--- src/rtl/mul_mac_sequencer.sv ---
// Multi-cycle MUL/MAC controller for the EX stage: sequences a radix-2 shift-add
// multiplier, owns the MAC accumulator and stalls the pipeline while busy.
module mul_mac_sequencer #(
    parameter int unsigned WIDTH = 32,
    parameter int unsigned CNT_W = 6
) (
    input  logic             clk,
    input  logic             arst_n,
    input  logic             start,
    input  logic             mac_select,
    input  logic             flush,
    input  logic             acc_clear,
    input  logic [WIDTH-1:0] operand_a,
    input  logic [WIDTH-1:0] operand_b,
    output logic             stall,
    output logic             busy,
    output logic             done,
    output logic [WIDTH-1:0] result,
    output logic [WIDTH-1:0] acc_value
);

    localparam logic [CNT_W-1:0] LAST_ITER = CNT_W'(WIDTH - 1);

    typedef enum logic [1:0] {
        IDLE  = 2'd0,
        MULT  = 2'd1,
        ACCUM = 2'd2,
        DONE  = 2'd3
    } state_t;

    state_t           state,   state_nxt;
    logic [CNT_W-1:0] cnt,     cnt_nxt;
    logic [WIDTH-1:0] mcand,   mcand_nxt;
    logic [WIDTH-1:0] mplier,  mplier_nxt;
    logic [WIDTH-1:0] product, product_nxt;
    logic [WIDTH-1:0] acc,     acc_nxt;
    logic [WIDTH-1:0] res,     res_nxt;
    logic             op_mac,  op_mac_nxt;
    logic [WIDTH-1:0] partial;
    logic [WIDTH-1:0] acc_sum;

    // State and datapath registers
    always_ff @(posedge clk or negedge arst_n) begin
        if (!arst_n) begin
            state   <= IDLE;
            cnt     <= '0;
            mcand   <= '0;
            mplier  <= '0;
            product <= '0;
            acc     <= '0;
            res     <= '0;
            op_mac  <= 1'b0;
        end else begin
            state   <= state_nxt;
            cnt     <= cnt_nxt;
            mcand   <= mcand_nxt;
            mplier  <= mplier_nxt;
            product <= product_nxt;
            acc     <= acc_nxt;
            res     <= res_nxt;
            op_mac  <= op_mac_nxt;
        end
    end

    // Next-state and datapath update
    always_comb begin
        state_nxt   = state;
        cnt_nxt     = cnt;
        mcand_nxt   = mcand;
        mplier_nxt  = mplier;
        product_nxt = product;
        acc_nxt     = acc;
        res_nxt     = res;
        op_mac_nxt  = op_mac;
        partial     = mplier[0] ? product + mcand : product;
        acc_sum     = acc + product;

        case (state)
            IDLE: begin
                if (acc_clear) begin
                    acc_nxt = '0;
                end
                if (start && !flush) begin
                    mcand_nxt   = operand_a;
                    mplier_nxt  = operand_b;
                    product_nxt = '0;
                    op_mac_nxt  = mac_select;
                    cnt_nxt     = '0;
                    state_nxt   = MULT;
                end
            end
            MULT: begin
                product_nxt = partial;
                mcand_nxt   = mcand << 1;
                mplier_nxt  = mplier >> 1;
                cnt_nxt     = cnt + CNT_W'(1);
                if (cnt == LAST_ITER) begin
                    if (op_mac) begin
                        state_nxt = ACCUM;
                    end else begin
                        res_nxt   = partial;
                        state_nxt = DONE;
                    end
                end
            end
            ACCUM: begin
                acc_nxt   = acc_sum;
                res_nxt   = acc_sum;
                state_nxt = DONE;
            end
            DONE: begin
                state_nxt = IDLE;
            end
            default: begin
                state_nxt = IDLE;
            end
        endcase

        // Abort wins over everything; a clear in IDLE still takes effect
        if (flush) begin
            state_nxt = IDLE;
            res_nxt   = res;
            if (state != IDLE) begin
                acc_nxt = acc;
            end
        end
    end

    assign stall     = (state == IDLE && start && !flush) || state == MULT || state == ACCUM;
    assign busy      = (state != IDLE);
    assign done      = (state == DONE);
    assign result    = res;
    assign acc_value = acc;

endmodule

--- config.mk ---
export PLATFORM = sky130hd
export DESIGN_NAME = mul_mac_sequencer
export DESIGN_NICKNAME = d
export VERILOG_FILES = /design/src/rtl/mul_mac_sequencer.sv
export SDC_FILE = /design/constraint.sdc
export NUM_CORES = 1
export LEC_CHECK = 0
export ABC_AREA = 1
export CAP_MARGIN = 25
export CORE_UTILIZATION = 30
export CTS_CLUSTER_DIAMETER = 80
export DETAILED_ROUTE_END_ITERATION = 10
export GPL_TIMING_DRIVEN = 0
export PLACE_DENSITY = 0.44
export SLEW_MARGIN = 10
export SYNTH_ARGS = -nofsm -noshare
export SYNTH_HDL_FRONTEND = slang
export SYNTH_SLANG_ARGS = --single-unit
--- constraint.sdc ---
create_clock -name clk -period 3.43 [get_ports clk]
set_clock_uncertainty 0.2 [all_clocks]
set_input_delay 1.029 -clock clk [delete_from_list [all_inputs] [get_ports clk]]
set_output_delay 1.029 -clock clk [all_outputs]
set_load 0.01 [all_outputs]
After elaboration in Yosys (flattened, before gate mapping)
Cells that the tools add are included.

operators by class
  add/sub/neg operators = 3
  multiply operators = 0
  div/mod/pow operators = 0
  order comparisons = 0
  equality and inequality tests = 10
  shift-type cells = 0
  multiplexer cells = 21
  bitwise logic cells = 1
  reductions and logical operators = 14

operators with widths
  cell                 count
  $pmux 32 s2          5
  $mux 32              9
  $add 32x32->32       2
  $pmux 6 s2           1
  $ne 2x2->1 const B   4
  $pmux 2 s4           1
  $add 6x1->6 const B  1
  $eq 6x5->1 const B   1
  $mux 2               3
  $mux 6               1
  $ne 3x3->1 const B   2
  $reduce_and 2->1     3
  $reduce_bool 2->1    3
  $eq 2x2->1 const B   2
  $reduce_and 4->1     1
  $logic_and 1x1->1    3
  $eq 2x1->1 const B   1
  $logic_not 2->1      1
  $logic_or 1x1->1     2
  $logic_not 1->1      1
  $mux 1               1
  $not 1->1            1

word-level totals
  register bits after elaboration = 169
  latch bits = 0
  memory bits (writable) = 0
  bits in read-only memories = 0
  logic and storage cells = 57
  memories kept = 0

Depth between registers and ports, before layout
  word-level depth = 5
  mapped depth = 15
  depth with buffers taken out = 15

Worst setup path after synthesis
OpenSTA, ideal clock, no wires.

  path type = register -> output
  start point = reg state[0]
  end point = out stall
  arrival = 1.634 ns
  path slack = 0.567 ns
  stages on the path, launching flop included = 8
  buffers on the path = 3
  cell sequence = dfrtp_1 > inv_1 > ha_1 > clkbuf_1 > inv_2 > clkbuf_1 > buf_1 > nand3_1

on the way
  longest elaborated chain between the ends = 5
  elaborated cells on any way between the ends = 7

RTL lines
  element                         line  RTL
  from (decl)                     31    state_t state, state_nxt;
  from (signal assigned)          54    state <= state_nxt;
  $logic_not 2->1                 129   assign stall = (state == IDLE && start && !flush) || state == MULT || state == ACCUM;
  $logic_and 1x1->1 (2 in a row)  129
  $logic_or 1x1->1                129
  $logic_or 1x1->1 *              129
  to (decl)                       15    output logic stall,

Mark *: on every way between the ends. The rest lies on a longest branch, timed or not.

Worst setup path in the final report
  start point = in start
  end point = out stall

on the way
  longest elaborated chain between the ends = 4

RTL lines
  element                         line  RTL
  from (decl)                     9     input logic start,
  $logic_and 1x1->1 (2 in a row)  129
  $logic_or 1x1->1 (2 in a row)   129

Every way passes these cells.

==> reports/metrics.yaml <==
timing:
  maxSlewHeadroom: 0.476
  worst_pin_slew_ns: 0.787
  slew_viol_final: 0
  hold-worst-slack_ns: 0.282
  post-route-period-util: 0.981
  finalSetupTns_ns: 0
  finalSetupViolCount: 0
  finalCriticalPeriod_ns: 3.37
  rsz0062_at_grt: "no"
  final_hold_viol_count: 0
  clock.fmax_mhz: 297
worst_setup_path:
  arrival_ns: 2.14
  crit_buf_inv: 4
  worstReg2RegStart: "product[0]"
  worstPathRequired_ns: 2.20
  path_delay_family: "buffers and inverters"
  crit_slowest_cell: "clkdlybuf4s50_1"
  endpoint_kind: "output pin"
  critPathKind: "in -> out"
  path_max_fanout: 5
  start_kind: "input port"
  critical_path.startpoint: "start"
  crit_path_cell_trace: "clkdlybuf4s50_1 -> inv_1 -> nor3_2 -> inv_2 -> nand3_1 -> dlygate4sd2_1"
  cp_slowest_stage_delay_ns: 0.45
place:
  hpwl_mm: 35.7
  place_congestion: 0.892
  placed_cells: 2452
  placed_area_um2: 14000
  io_buffers: 136
logic_synthesis:
  yosys-top-cells-count: "nand2_1, inv_1, nor2_1, dfrtp_1, nand3_1"
  synth-edff-count: 0
  ys.flop_type: "dfrtp_1"
  yosysMostFrequentCell: "nand2_1"
  yosysWarnings: 0
  ys_types: 37
  synth_nets: 1937
  postSynth.asyncResetShare: 1.00
  synth_top_cell_by_area: "dfrtp_1"
  synth.top_cell.area_share: 0.355
  yosysSeqAreaShare: 0.355
  syn-mean-instance-area_um2: 6.63
  synth_seq_cells: 169
  netlist_instances: 1797
  syn_area_um2: 11900
  synthTopCellsByArea: "dfrtp_1, nand2_1, ha_1"
drt:
  drc: 0
  drtIter0Drc: 670
  totalWireLength_mm: 43.6
  dr.pass1.iters: 5
  vias: 12000
  vias_per_cell: 4.82
  ant_nets: 0
  wire_per_inst_um: 17.5
grt:
  grt_pass1_vias: 11500
  gr-total-overflow: 0
  grt_first_pass_wirelength_mm: 67.4
  grtUsageTotal: 0.220
  antenna_found_initial: 0
  grt_max_degree: 97
power:
  pwr-share-seq: 0.259
  p_sw_mw: 6.92
  powerDensity_nw_per_um2: 933
  ir_drop_mv: 0.488
  total_power_mw: 13.7
  combPwrFrac: 0.588
  p_sw_frac: 0.507
  power.leakage_nw: 7.32
  intPower_mw: 6.74
  clock_power_share: 0.152
die:
  start_util: 0.306
  dieArea_um2: 40500
  num_io_pins: 137
  rows: 72
  coreArea_um2: 38900
  dieHeight_um: 201
  die_w_um: 201
min_path:
  hp-start: "result[24]"
  hold_class: "reg -> reg"
clock_network:
  cts-buffers-inserted: 17
  htree_levels: 4
  cts_tree: "done"
  clock_latency_ns: 0.46
  clockBufferDepth: 2
  cts_root_buf: "clkbuf_16"
  clk_pin_slew_ns: 0.07
  cts_sinks: 169
final_layout:
  drive_above_1_share: 0.0397
  antenna_cells: 0
  fin_nets: 2094
  fin_cells: 2485
  synthToLayoutAreaGrowth_pct: 22.8
  n_fill_cell: 4342
  finish.instance_area_um2: 14600
run_status:
  status: "finished, final reports clean"
run:
  drv_cap: 0
[cells by family (layout without fill, tap and decap cells)]
group                    Yosys count  count (layout)  synth area share
XOR/XNOR                          21              21            0.0154
AO/OA/AOI/OAI                    278             278             0.133
buffers and inverters            261             431            0.0839
AND/OR/NAND/NOR                  998             998             0.338
flip-flops                       169             169             0.355
adder cells (fa/ha/maj)           70              70            0.0748
[path summary, 6_finish.rpt]
check                                      to  slack, ns  cells past startpoint
min in group asynchronous       acc_value[25]       0.34                      1
worst min register to register     result[24]       0.28                      2
worst min-delay path               result[24]       0.28                      2
max in group asynchronous          mplier[23]       1.74                      2
worst max register to register     result[28]       0.38                     14
worst max-delay path                    stall       0.06                      6
[layout by cell type, fill, tap and decap left out, drive strengths merged, types with 6 or more instances in the layout]
cell type      instances
inv                  206
a22o                   6
o21bai                10
nand2                646
dfrtp                169
a31oi                 68
o21ai                 96
nor3                  15
nand4                 11
buf                   26
nor2                 175
clkbuf                55
clkdlybuf4s50        133
or2                   10
a21oi                 82
nand3                128
ha                    68
nand3b                 8
xnor2                 18
[metal layers]
layer / GRT usage / part of all wire / vias to the layer above
met1: 0.308 / 0.49 / 5564
met2: 0.354 / 0.46 / 218
li1: - / - / 6142
met3: 0.0227 / 0.028 / 44
met4: 0.0712 / 0.024 / 0
met5: 0 / 0 / -
[area by class of cell]
cell class	instances	area, um2	area share
clock buffers	17	425	0.0291
inverters	200	751	0.0513
well taps	518	648	0.0443
repair buffers	140	1410	0.0966
clock inverters	15	184	0.0126
flip-flops and latches	169	4230	0.289
plain buffers	59	272	0.0186
multi-input cells	1367	6710	0.459
[tightest hold or removal path: stages, from the launching register on]
cell and delay (ns):
dfrtp_1 0.34, nand2_1 0.05, nand2_1 0.05
[power groups by stage]
stage,clock network [mW],registers [mW],logic (mW)
after global routing,2.20,3.64,9.10
after detailed placement,0,3.57,8.01
final,2.08,3.54,8.04
after global placement,0,3.57,7.97
after floorplan,0,3.33,5.26
after CTS,2.14,3.54,8.08
[registers in the layout, indices dropped and copies added, names as in the netlist]
register and count:
op_mac 1, result 32, state 2, mplier 32
acc_value 32, product 32, cnt 6, mcand 32
[through the flow]
stage                     worst slack [ns]   util
after floorplan                      0.567      -
after global placement               -6.47  0.358
after detailed placement            -0.961  0.359
after CTS                          0.00642  0.375
after global routing               0.00267  0.376
final                               0.0638  0.376
[timing repair]
item                       4_1_cts  5_1_grt
cloned                           0        0
resized for setup               15        3
setup endpoints to repair        1        3
hold buffers                     0        0
buffers inserted                 1        2
No activity file was read; power rests on OpenSTA's default activity.
